==> config.mk <==
export PLATFORM = sky130hd
export DESIGN_NAME = trap_ctrl
export DESIGN_NICKNAME = d
export VERILOG_FILES = /design/src/rtl/trap_ctrl_pkg.sv /design/src/rtl/trap_ctrl.sv
export SDC_FILE = /design/constraint.sdc
export NUM_CORES = 1
export LEC_CHECK = 0
export CAP_MARGIN = 40
export CORE_ASPECT_RATIO = 0.75
export CORE_MARGIN = 1
export CORE_UTILIZATION = 43
export CTS_CLUSTER_DIAMETER = 30
export DETAILED_ROUTE_END_ITERATION = 8
export PLACE_DENSITY = 0.87
export SYNTH_ARGS = -nofsm -noshare
export SYNTH_HDL_FRONTEND = slang
export SYNTH_SLANG_ARGS = --single-unit
export TNS_END_PERCENT = 100
==> constraint.sdc <==
create_clock -name clk -period 3 [get_ports clk]
set_clock_uncertainty 0.05 [all_clocks]
set_input_delay 0.45 -clock clk [delete_from_list [all_inputs] [get_ports clk]]
set_output_delay 0.45 -clock clk [all_outputs]
set_load 0.005 [all_outputs]
==> src/rtl/trap_ctrl_pkg.sv <==
// Shared types and widths for the trap controller: state encoding,
// exception-code width and the 4-byte alignment helper.
package trap_ctrl_pkg;

    localparam int EX_WIDTH  = 4;
    localparam int ADDR_SIZE = 32;

    typedef enum logic [1:0] {
        ST_IDLE     = 2'd0,
        ST_SAVE     = 2'd1,
        ST_REDIRECT = 2'd2
    } trap_state_e;

    // Trap vectors and return addresses are always word aligned.
    function automatic logic [ADDR_SIZE-1:0] align4(input logic [ADDR_SIZE-1:0] a);
        return {a[ADDR_SIZE-1:2], 2'b00};
    endfunction

endpackage

==> src/rtl/trap_ctrl.sv <==
// Trap entry / mret sequencer: IDLE -> SAVE -> REDIRECT for exceptions,
// IDLE -> REDIRECT for mret. Optional trap counter under TRAP_COUNT_EN.
module trap_ctrl
    import trap_ctrl_pkg::*;
(
    input  logic                 clk,
    input  logic                 reset,
    input  logic                 exc_req,
    output logic                 exc_ack,
    input  logic [EX_WIDTH:0]    exc_cause,
    input  logic [31:0]          exc_pc,
    input  logic [31:0]          exc_tval,
    input  logic                 mret_req,
    output logic                 mret_ack,
    input  logic [31:0]          csr_mtvec,
    input  logic [31:0]          csr_mepc,
    output logic                 csr_we,
    output logic [31:0]          mepc_wdata,
    output logic [31:0]          mcause_wdata,
    output logic [31:0]          mtval_wdata,
    output logic                 flush,
    output logic [31:0]          flush_addr,
    input  logic                 fetch_ready,
`ifdef TRAP_COUNT_EN
    output logic [31:0]          trap_count,
`endif
    output logic                 csr_busy
);

    trap_state_e        state_q;
    logic [31:0]        pc_q;
    logic [EX_WIDTH:0]  cause_q;
    logic [31:0]        tval_q;
    logic [31:0]        target_q;

    always_ff @(posedge clk) begin
        if (reset) begin
            state_q  <= ST_IDLE;
            pc_q     <= '0;
            cause_q  <= '0;
            tval_q   <= '0;
            target_q <= '0;
        end else begin
            case (state_q)
                ST_IDLE: begin
                    if (exc_req) begin
                        pc_q    <= exc_pc;
                        cause_q <= exc_cause;
                        tval_q  <= exc_tval;
                        state_q <= ST_SAVE;
                    end else if (mret_req) begin
                        target_q <= align4(csr_mepc);
                        state_q  <= ST_REDIRECT;
                    end
                end
                ST_SAVE: begin
                    // mtvec is sampled here, not at accept, so a CSR write
                    // retiring alongside the trap is honoured.
                    target_q <= align4(csr_mtvec);
                    state_q  <= ST_REDIRECT;
                end
                ST_REDIRECT: begin
                    if (fetch_ready) state_q <= ST_IDLE;
                end
                default: state_q <= ST_IDLE;
            endcase
        end
    end

`ifdef TRAP_COUNT_EN
    logic [31:0] count_q;

    always_ff @(posedge clk) begin
        if (reset)                  count_q <= '0;
        else if (state_q == ST_SAVE) count_q <= count_q + 32'd1;
    end

    assign trap_count = reset ? 32'd0 : count_q;
`endif

    // Every output is forced low while reset is high, which also drops a
    // CSR write that was in flight when reset hit.
    logic in_idle, in_save, in_redir;

    assign in_idle  = (state_q == ST_IDLE)     && !reset;
    assign in_save  = (state_q == ST_SAVE)     && !reset;
    assign in_redir = (state_q == ST_REDIRECT) && !reset;

    assign exc_ack      = in_idle && exc_req;
    assign mret_ack     = in_idle && mret_req && !exc_req;
    assign csr_busy     = (state_q != ST_IDLE) && !reset;

    assign csr_we       = in_save;
    assign mepc_wdata   = in_save ? align4(pc_q) : 32'd0;
    assign mcause_wdata = in_save ? {{(31-EX_WIDTH){1'b0}}, cause_q} : 32'd0;
    assign mtval_wdata  = in_save ? tval_q : 32'd0;

    assign flush        = in_redir;
    assign flush_addr   = in_redir ? target_q : 32'd0;

endmodule
Yosys cells after proc, flatten, opt, wreduce, memory -nomap -nowiden
Index checks and enable logic that the tools add are counted.
- bits in latches: 0
- word-level logic and storage cells: 37
- memories: 0
- output and inout port bits: 133
- bits in writable memories: 0
- ROM bits: 0
- input port bits: 138
- flip-flop bits (word level): 103
- order comparisons: 0
- multipliers: 0
- equality and inequality tests: 6
- bitwise operators: 0
- reduce and logical (&&, ||, !) cells: 15
- shifts and indexed selects: 0
- divide/modulo/power cells: 0
- add/sub/neg operators: 0
- mux-type cells: 11
- operator list (operator ; number):
    $mux 32 ; 5
    $pmux 32 s2 ; 1
    $logic_and 1x1->1 ; 7
    $mux 2 ; 3
    $ne 2x2->1 const B ; 3
    $pmux 2 s3 ; 1
    $mux 5 ; 1
    $reduce_and 2->1 ; 2
    $reduce_bool 2->1 ; 2
    $ne 3x3->1 const B ; 1
    $reduce_and 3->1 ; 1
    $eq 2x1->1 const B ; 1
    $eq 2x2->1 const B ; 1
    $logic_not 1->1 ; 2
    $logic_not 2->1 ; 1

Longest topological paths before layout
Gate-level depths: netlist (run 1).
- depth after elaboration: 4
- depth in mapped cells: 6
- mapped depth without buffers: 3

Worst setup path before layout (run 1)
OpenSTA, ideal clock, no wires.
- kind: input to output
- from: input exc_req
- to: output exc_ack
- data arrival time: 1225 ps
- path slack: 1275 ps
- data required time: 2500 ps
- cell stages on the path: 4
- path buffers: 2
- path through: or3b_1 > buf_2 > clkbuf_1 > nor2_1
- word-level cells in the longest chain between the ends: 1
- RTL lines (item ; RTL line ; text):
    start: declaration ; trap_ctrl.sv:8 ; input logic exc_req,
    $logic_and 1x1->1 ; trap_ctrl.sv:89 ; assign exc_ack = in_idle && exc_req;
    end: declaration ; trap_ctrl.sv:9 ; output logic exc_ack,
Every way passes these cells.

Final worst setup path (run 1)
- from: register state_q[0]
- to: output mepc_wdata[13]
- word-level cells in the longest chain between the ends: 3
- RTL lines (item ; RTL line ; text):
    start: declaration ; trap_ctrl.sv:30 ; trap_state_e state_q;
    start signal: assignment ; trap_ctrl.sv:38 ; state_q <= ST_IDLE;
    start signal: assignment ; trap_ctrl.sv:50 ; state_q <= ST_SAVE;
    start signal: assignment ; trap_ctrl.sv:53 ; state_q <= ST_REDIRECT;
    $eq 2x1->1 ; trap_ctrl.sv:86 ; assign in_save = (state_q == ST_SAVE) && !reset;
    $logic_and 1x1->1 ; trap_ctrl.sv:86 ;
    $mux 32 ; trap_ctrl.sv:94 ; assign mepc_wdata = in_save ? align4(pc_q) : 32'd0;
    end: declaration ; trap_ctrl.sv:18 ; output logic [31:0] mepc_wdata,
Every way passes these cells.

==> run metrics, run 1 <==
startpoint types register; CTS tree yes; Clock transition at path regs 70 ps; Reg power frac 45.3%; Async SR Flop Fraction 0%; routed wire length 14000 microns; Clk Latency, worst-skew pair 330 ps; Layout area overhead 50.9%; Gate power share 19.6%; largest family of logic cells by synthesized area simple AND/OR/NAND/NOR gates; port bufs 233; Worst Hold Class reg2reg; # setup viols final 0; most frequent cells in the layout clkdlybuf4s50_1 (232), nand2_1 (134), dfxtp_1 (99); Main synth FF type dfxtp_1; 1st-pass router iterations 4; crit path max fanout 68; Max IR drop VDD 405 uV; Core Box Area 11200 sq um; hold_ws 399 ps; die area 12200 sq um; post-CTS setup repair buffer count 0; sum of negative setup slack 0 ps; CP Data Arrival Time 2150 ps; multiplexer share of the synthesized area 5.95%; Tot GR Track Use 22.3%; antenna viol nets, final 0; Cells after Synth 648; num ports 271; unrepaired setup endpoints after global routing false; outcome complete, no violations; Via Count 4813; adder-cell share of the synthesized area 0%; largest net degree at the start of global routing 69; via/cell ratio 4.74; total power 3250 uW; DP HPWL 10200 microns; CP Class reg2out; Post-Synth XOR/XNOR Area 0%; # resized after CTS 0; total clock buffers created by CTS 9; CTS Buffer Depth 2; Final period util 88.4%; Synth Area in Compound Gates 15.9%; synth unique cells 22; root buffer selected by CTS clkbuf_16; Fmax achieved 377 MHz; Starting Density 45.1%; leading cell type in the layout, fill and taps excluded clkdlybuf4s50_1; max cap viols 0; nets@finish 992; Die Y 95.8 microns; simple-gate area share of the yosys netlist 26.0%; Remaining DRCs 0; sequential area share after synthesis 39.3%; sw frac 26.0%; DRT iter0 DRCs 230; Critical Path End Type primary output; first-pass GRT wire length 21400 microns; num rows 33; Final Hold Viols 0; Post-synth EDFFs 0; Synth warnings 0; Slew headroom 51.2%; leakage 0.00290 uW; Placer Congestion 0.746; vias in the first global route 4426; pwr dens 427 nW/um^2; #FFs+latches synth 99; die span in x 127 microns; dpl cell area 7330 sq um; total grt overflow 0; Mean Syn Cell Area 7.79 sq um; H-tree depth 3; final critical-path required period 2650 ps; DR WL/cell 13.8 microns; Slew @ Worst Pin 731 ps; Pint 2410 uW; initial antenna violation count 0; Non-Filler Cell Area, Final 7620 sq um; Post-CTS Hold Fix Bufs 0; share of post-route cells with drive strength above 1 4.66%; diode count 0; fin. max-slew vios 0; synthesized area 5050 sq um; WP data required 2500 ps; Sink Count 99; clock power share 35.1%; Psw 847 uW
## final timing paths
| check | from | to | slack (ps) | depth (start not counted) |
|---|---|---|---|---|
| worst max register to register | state_q[0] | target_q[16] | 880 | 5 |
| worst max-delay path | state_q[0] | mepc_wdata[13] | 350 | 5 |
| worst min register to register | pc_q[27] | pc_q[27] | 400 | 2 |
| worst min-delay path | pc_q[27] | pc_q[27] | 400 | 2 |
## area by class of cell
class | count | area, sq um
clock buffers | 10 | 229
clock inverters | 5 | 62.6
fillers | 973 | 3570
inverters | 31 | 116
multi-input cells | 463 | 2550
flip-flops and latches | 99 | 1980
well taps | 157 | 196
repair buffers | 250 | 2480
## logic make-up (layout without fill, tap and decap cells)
family,after synthesis,count (layout)
flops,99,99
compound gates,129,129
simple gates,273,273
mux,30,30
buf+inv,116,296
other cells,1,31
## power by group through the flow
stage / combinational (uW) / sequential (uW) / clock (uW)
6_report: 637 / 1480 / 1140
5_1_grt: 701 / 1490 / 1220
4_1_cts: 639 / 1470 / 1170
3_5_place_dp: 638 / 1500 / 0
3_3_place_gp: 620 / 1500 / 0
2_1_floorplan: 391 / 1490 / 0
## flip-flops by register name, indices dropped and copies added, names as in the netlist
name and count:
target_q 30, tval_q 32, cause_q 5, pc_q 30, state_q 2
## critical path, stage by stage (launching register included)
cell,delay [ps]
dfxtp_1,500
inv_2,100
nor3_4,230
buf_12,250
and2_1,180
clkdlybuf4s50_1,540
## metrics by stage
step	instances	util, %	setup WS, ps
6_report	1015	68.1	347
2_1_floorplan	678	-	1280
3_5_place_dp	1000	65.5	401
3_3_place_gp	1000	65.5	399
5_1_grt	1015	68.1	189
4_1_cts	1015	68.1	301
## per-layer routing
layer  up-vias  global-route usage (%)  part of all wire (%)
met4         0                    4.76                  0.72
li1       2454                       -                     -
met1      2193                    25.5                    42
met2       155                    40.0                    49
met3        11                    8.17                   8.6
met5         -                       0                     0
## synthesized netlist by cell type (all sizes together) (3+ instances only)
| library cell | count | area [sq um] |
|---|---|---|
| a21oi | 98 | 490 |
| a221o | 30 | 300 |
| clkbuf | 27 | 101 |
| buf | 58 | 430 |
| nor2 | 34 | 128 |
| nor3b | 3 | 32.5 |
| inv | 31 | 116 |
| and2 | 97 | 607 |
| dfxtp | 99 | 1980 |
| nand2 | 134 | 503 |
| mux2i | 30 | 300 |
No activity file was read; power rests on OpenSTA's default activity.
==> inputs of run 2 (changes only) <==
--- a/config.mk
+++ b/config.mk
@@ -12,6 +12,7 @@
 export CTS_CLUSTER_DIAMETER = 30
 export DETAILED_ROUTE_END_ITERATION = 8
 export PLACE_DENSITY = 0.87
+export SKIP_LAST_GASP = 1
 export SYNTH_ARGS = -nofsm -noshare
 export SYNTH_HDL_FRONTEND = slang
 export SYNTH_SLANG_ARGS = --single-unit
==> results of run 2 <==
No change in the layout: final DEF, timing and power equal those of run 1.
